===== src/rtl/lot_occupancy_tracker.sv =====
// Parking-lot occupancy counter fed by one-cycle inc/dec pulses.
// Saturates at 0 and CAPACITY with sticky errors, and keeps a lockstep BCD copy for the display.
module lot_occupancy_tracker #(
  parameter int CAPACITY = 16,
  localparam int CW = $clog2(CAPACITY + 1)
) (
  input  logic          clk,
  input  logic          rst,
  input  logic          inc,
  input  logic          dec,
  input  logic          err_clr,
  output logic [CW-1:0] count,
  output logic [CW-1:0] avail,
  output logic          full,
  output logic          empty,
  output logic          changed,
  output logic          ovf_err,
  output logic          unf_err,
  output logic [3:0]    bcd_hun,
  output logic [3:0]    bcd_ten,
  output logic [3:0]    bcd_one
);

  localparam logic [CW-1:0] CAP = CW'(CAPACITY);

  logic          at_cap, at_zero;
  logic          do_inc, do_dec, ovf_evt, unf_evt;
  logic [CW-1:0] count_next, avail_next;

  assign at_cap  = (count == CAP);
  assign at_zero = (count == '0);
  // Simultaneous inc/dec nets to zero and never raises an error.
  assign do_inc  = inc & ~dec & ~at_cap;
  assign do_dec  = dec & ~inc & ~at_zero;
  assign ovf_evt = inc & ~dec & at_cap;
  assign unf_evt = dec & ~inc & at_zero;

  always_comb begin
    count_next = count;
    avail_next = avail;
    if (do_inc) begin
      count_next = count + 1'b1;
      avail_next = avail - 1'b1;
    end else if (do_dec) begin
      count_next = count - 1'b1;
      avail_next = avail + 1'b1;
    end
  end

  always_ff @(posedge clk or posedge rst) begin
    if (rst) begin
      count   <= '0;
      avail   <= CAP;
      full    <= 1'b0;
      empty   <= 1'b1;
      changed <= 1'b0;
      ovf_err <= 1'b0;
      unf_err <= 1'b0;
    end else begin
      count   <= count_next;
      avail   <= avail_next;
      full    <= (count_next == CAP);
      empty   <= (count_next == '0);
      changed <= do_inc | do_dec;
      ovf_err <= ovf_evt | (ovf_err & ~err_clr);
      unf_err <= unf_evt | (unf_err & ~err_clr);
    end
  end

  // Three cascaded decade digits; index 0 is the ones digit.
  logic [3:0] bcd_q    [3];
  logic [3:0] bcd_next [3];
  logic [2:0] inc_c, dec_c;

  assign inc_c[0] = do_inc;
  assign dec_c[0] = do_dec;

  for (genvar gi = 0; gi < 3; gi++) begin : g_digit
    if (gi < 2) begin : g_chain
      assign inc_c[gi+1] = inc_c[gi] & (bcd_q[gi] == 4'd9);
      assign dec_c[gi+1] = dec_c[gi] & (bcd_q[gi] == 4'd0);
    end

    always_comb begin
      bcd_next[gi] = bcd_q[gi];
      if (inc_c[gi])
        bcd_next[gi] = (bcd_q[gi] == 4'd9) ? 4'd0 : bcd_q[gi] + 4'd1;
      else if (dec_c[gi])
        bcd_next[gi] = (bcd_q[gi] == 4'd0) ? 4'd9 : bcd_q[gi] - 4'd1;
    end

    always_ff @(posedge clk or posedge rst) begin
      if (rst) bcd_q[gi] <= 4'd0;
      else     bcd_q[gi] <= bcd_next[gi];
    end
  end

  assign bcd_one = bcd_q[0];
  assign bcd_ten = bcd_q[1];
  assign bcd_hun = bcd_q[2];

  bcd_matches_count: assert property (@(posedge clk) disable iff (rst)
    (32'(bcd_hun) * 100 + 32'(bcd_ten) * 10 + 32'(bcd_one)) == 32'(count));

endmodule

===== config.mk =====
export PLATFORM = sky130hd
export DESIGN_NAME = lot_occupancy_tracker
export DESIGN_NICKNAME = d
export VERILOG_FILES = /design/src/rtl/lot_occupancy_tracker.sv
export SDC_FILE = /design/constraint.sdc
export NUM_CORES = 1
export LEC_CHECK = 0
export CAP_MARGIN = 20
export CORE_MARGIN = 3
export CORE_UTILIZATION = 52
export CTS_CLUSTER_DIAMETER = 200
export DETAILED_ROUTE_END_ITERATION = 7
export HOLD_SLACK_MARGIN = 0.06
export PLACE_DENSITY = 0.83
export SYNTH_ARGS = -nofsm -noshare
export SYNTH_HDL_FRONTEND = slang
export SYNTH_SLANG_ARGS = --single-unit
export TNS_END_PERCENT = 1

===== constraint.sdc =====
create_clock -name clk -period 2.5 [get_ports clk]
set_clock_uncertainty 0.05 [all_clocks]
set_input_delay 0.5 -clock clk [delete_from_list [all_inputs] [get_ports clk]]
set_output_delay 0.5 -clock clk [all_outputs]
set_load 0.02 [all_outputs]

[After elaboration in Yosys (flattened, before gate mapping)]
Index checks and enable logic that the tools add are counted.
Widths: inputs -> output; s select.
Word-level totals
  register bits: 27
  bits of input ports: 5
  word-level logic and storage cells: 69
  output and inout bits: 27
Operators by class
  equality and inequality tests: 5
  add/sub/neg operators: 10
  muxes and demuxes: 16
  bitwise operators: 20
  reduce and logical (&&, ||, !) cells: 8
Operators with widths (number)
  $mux 4: 12
  $mux 5: 4
  $add 4x1->4 const B: 3
  $and 1x1->1: 12
  $eq 4x4->1 const B: 3
  $logic_not 4->1: 3
  $sub 4x1->4 const B: 3
  $add 5x1->5 const B: 2
  $eq 5x5->1 const B: 2
  $logic_not 5->1: 2
  $sub 5x1->5 const B: 2
  $reduce_bool 2->1: 3
  $not 1->1: 5
  $or 1x1->1: 3

[Longest topological paths before layout]
  depth in word-level cells: 7
  depth in mapped cells: 10
  depth with buffers taken out: 10

[Least setup slack after synthesis]
OpenSTA, ideal clock, no wires.
  path kind: flip-flop to flip-flop
  from: register count[0]
  to: register avail[4]
  setup time: 75 ps
  setup slack: 177 ps
  buffers on the path: 0
  data arrival time: 2198 ps
  clock period less this slack: 2323 ps
  cell stages (with the launch flop): 11
  data required time: 2375 ps
  cell sequence: dfrtp_1 > inv_1 > ha_1 > nand4bb_1 > nand2_1 > xnor2_1 > ha_1 > or3_1 > nor3_1 > o21ai_1 > xnor2_1
Between the ends
  longest elaborated chain between the ends: 4
  elaborated cells between the ends (all ways): 8
Ends and longest elaborated chain
  start, declared: RTL line 12  | output logic [CW-1:0] count,
  start signal, assigned: RTL line 60  | count <= count_next;
  $eq 5x5->1 or $logic_not 5->1 (tied branches): RTL line 30, 31
  $not 1->1 (on tied branches): RTL line 33, 34
  $and 1x1->1 (on tied branches): RTL line 33, 34
  $mux 5 or $reduce_bool 2->1 (tied branches)
  end signal, assigned: RTL line 61  | avail <= avail_next;
  end, declared: RTL line 13  | output logic [CW-1:0] avail,
Parallel ways exist; a longest one is shown, timed or not.
A chain may end at the register's enable or synchronous reset.

[Final worst setup path]
Ends and elaborated chain as after synthesis.

==> reports/metrics.json <==
{
  "avgRoutedWirePerCell_um": 15.53,
  "synth_enable_flop_cells": 0,
  "coreArea_um2": 3128,
  "initial_core_utilization": 0.5576,
  "critical_path.endpoint_type": "flip-flop",
  "slew_headroom": 0.6571,
  "finalSetupTns_ps": 0,
  "syn_to_final_growth_pct": 23.31,
  "worstPathCellList": "inv_1 -> ha_1 -> nand4bb_1 -> nand2_1 -> xnor2_1 -> ha_1 -> or3_1 -> nor3_1 -> o21ai_1 -> xnor2_1",
  "critical_path.startpoint_type": "flip-flop",
  "clk_transition_reported_paths_ps": 150,
  "leakage_nw": 0.8709,
  "die_h_um": 63.92,
  "nNetsFinal": 227,
  "r2r_start": "count[0]$_DFF_PP0_",
  "synth_cell_types": 59,
  "antenna_found_initial": 0,
  "ctsHtreeMaxLevel": 1,
  "grt_setup_unrepaired": "false",
  "worst_ir_drop_vdd_v": 0.0006184,
  "synth.ff_latch_count": 27,
  "finalHoldViolations": 0,
  "worst_ep_required_time_ps": 2730,
  "crit_family": "simple AND/OR/NAND/NOR gates",
  "maxSlewViolCount": 0,
  "share_of_cells_above_drive_strength_1": 0.1284,
  "setup_viol": 0,
  "synth-seq-area-share": 0.3888,
  "antenna_left": 0,
  "syn_area_um2": 1744,
  "timing.critical_path.slowest_stage_cell": "sky130_fd_sc_hd__dfrtp_2",
  "grt_overflow": 0,
  "n_fill_cell": 256,
  "critPathKind": "flip-flop to flip-flop",
  "power_w": 0.002343,
  "grtUsageTotal": 0.2201,
  "synth_top_flop_cell": "sky130_fd_sc_hd__dfrtp_1",
  "number_of_cts_inserted_buffers": 3,
  "hold_path.class": "primary input to async pin",
  "arrival_ps": 2550,
  "n_antenna_cell": 0,
  "drtPass1Iterations": 4,
  "drt_iter0_markers": 82,
  "synth.avg_cell_area_um2": 9.479,
  "drv.max_cap_violation_count": 0,
  "seqCellArea_um2": 679.4,
  "detailed_route_vias_per_instance": 5.866,
  "path_buf_inv": 1,
  "postSynth.asyncResetShare": 1.000,
  "boundaryPins": 32,
  "detailed_place_hpwl_mm": 3.043,
  "clock_sink_total": 27,
  "total_detailed_routing_wirelength_mm": 4.069,
  "worst_hold_slack_ps": 444.5,
  "synth_nets": 192,
  "netlist_instances": 184,
  "worst_pin_slew_ps": 514.4,
  "die_area_um2": 4085,
  "place.port_buffers": 31,
  "synth.yosys.warnings": 0,
  "clockRootBuffer": "sky130_fd_sc_hd__clkbuf_4",
  "grt_start_max_net_pins": 28,
  "clkLatencyLatePin_ps": 340,
  "placement_rows": 20,
  "cts_tree": "yes",
  "clock_tree.buffer_depth": 2,
  "critical_path_s_largest_stage_delay_ps": 470,
  "wire_length_of_the_first_global_routing_pass_mm": 7.182,
  "multiInputGateArea_um2": 962.2,
  "die_w_um": 63.92,
  "crit_startpoint": "count[0]$_DFF_PP0_",
  "cts.repair_timing.setup_buffer_count": 0,
  "power_per_cell_area_nw_per_um2": 1089,
  "gp_congestion": 0.9451,
  "routed-via-count": 1537,
  "cts-hold-fix-buffers": 0,
  "number_of_global_route_vias_before_repair": 1537,
  "final_period_util": 0.9288,
  "timing.final.crit_period_ps": 2322,
  "r2r_slack_ps": 180,
  "outcome": "finished, final reports clean",
  "critical_path.max_fanout": 7,
  "drc": 0,
  "post_cts_repair_resize_count": 0,
  "fmax_ghz": 0.4307
}
-- flip-flops by register name, indices dropped and copies added, names as in the netlist --
register and cells:
count 5, unf_err 1, changed 1, full 1
avail 5, ovf_err 1, bcd_one 4, empty 1
bcd_hun 4, bcd_ten 4
-- final timing paths --
kind                                          end  cells after the start
setup reg to reg             avail[4]$_DFFE_PP1P_                     10
hold / removal             bcd_ten[1]$_DFFE_PP0P_                      3
min in group clk             avail[4]$_DFFE_PP1P_                      1
max in group asynchronous    avail[4]$_DFFE_PP1P_                      3
hold reg to reg              avail[4]$_DFFE_PP1P_                      1
setup / recovery             avail[4]$_DFFE_PP1P_                     10
-- synth_stat cells (3+ instances only) --
cell	instances	area, µm²
sky130_fd_sc_hd__dfrtp_1	25	625.6
sky130_fd_sc_hd__nor2_1	15	56.30
sky130_fd_sc_hd__a21oi_1	10	50.05
sky130_fd_sc_hd__xnor2_1	10	87.58
sky130_fd_sc_hd__inv_1	9	33.78
sky130_fd_sc_hd__buf_2	7	35.03
sky130_fd_sc_hd__nand2_1	6	22.52
sky130_fd_sc_hd__nand3_1	6	30.03
sky130_fd_sc_hd__nor3_1	6	30.03
sky130_fd_sc_hd__o21ai_0	5	25.02
sky130_fd_sc_hd__and3_1	4	25.02
sky130_fd_sc_hd__mux2i_1	4	40.04
sky130_fd_sc_hd__xor2_1	4	35.03
sky130_fd_sc_hd__a31oi_1	3	18.77
sky130_fd_sc_hd__ha_1	3	37.54
sky130_fd_sc_hd__nand2b_1	3	18.77
sky130_fd_sc_hd__nand4_1	3	18.77
sky130_fd_sc_hd__nor4b_1	3	26.28
sky130_fd_sc_hd__o21ai_1	3	15.01
sky130_fd_sc_hd__o31ai_1	3	22.52
-- area by class of cell --
| class | count | share of cell area |
|---|---|---|
| clock buffers | 3 | 0.01047 |
| clock inverters | 1 | 0.002327 |
| inverters | 9 | 0.01571 |
| multi-input cells | 136 | 0.4474 |
| flip-flops and latches | 27 | 0.3159 |
| well taps | 44 | 0.02560 |
| repair buffers | 42 | 0.1827 |
-- per-stage QoR --
step           utilization  instances  area, µm²  setup WS (ps)
5_1_grt             0.6876        262       2151          27.11
4_1_cts             0.6872        262       2150          169.7
2_1_floorplan            -        184       1744          176.8
3_3_place_gp        0.6784        258       2122          115.9
6_report            0.6876        262       2151          177.9
3_5_place_dp        0.6784        258       2122          3.642
-- cells in the final DEF, fill, tap and decap left out, types with 4 or more instances in the layout --
cell type,instances
sky130_fd_sc_hd__inv_1,9
sky130_fd_sc_hd__clkdlybuf4s50_1,31
sky130_fd_sc_hd__buf_4,11
sky130_fd_sc_hd__o21ai_0,5
sky130_fd_sc_hd__and3_1,4
sky130_fd_sc_hd__nor3_1,6
sky130_fd_sc_hd__xor2_1,4
sky130_fd_sc_hd__dfrtp_1,24
sky130_fd_sc_hd__xnor2_1,10
sky130_fd_sc_hd__mux2i_1,4
sky130_fd_sc_hd__nor2_1,15
sky130_fd_sc_hd__nand3_1,6
sky130_fd_sc_hd__nand2_1,6
sky130_fd_sc_hd__a21oi_1,10
-- kinds of logic (layout without fill, tap and decap cells) --
logic type,after synthesis,count (layout),synth area share
simple gates,68,68,0.2489
compound gates,46,46,0.1815
flops,27,27,0.3888
buf+inv,21,55,0.05953
xor+xnor,14,14,0.07030
mux,5,5,0.02941
fa+ha+maj,3,3,0.02152
-- power breakdown --
part	switching (W)	total (W)	internal [W]
clock network	0.000137	0.000197	0.0000603
registers	0.000322	0.000926	0.000603
logic	0.000605	0.00122	0.000615
-- per-layer routing --
| layer | GRT usage | vias to the layer above | wire [µm] |
|---|---|---|---|
| met3 | 0.03339 | 7 | 148 |
| met1 | 0.2767 | 745 | 1787 |
| met4 | 0.06469 | 0 | 60 |
| met2 | 0.3871 | 39 | 2073 |
| met5 | 0 | - | 0 |
| li1 | - | 746 | - |
-- tightest hold or removal path, cell delays in order --
cell	delay (ps)
sky130_fd_sc_hd__clkdlybuf4s50_1	390
sky130_fd_sc_hd__inv_1	50
sky130_fd_sc_hd__buf_4	320
(Power assumes the default switching activity.)
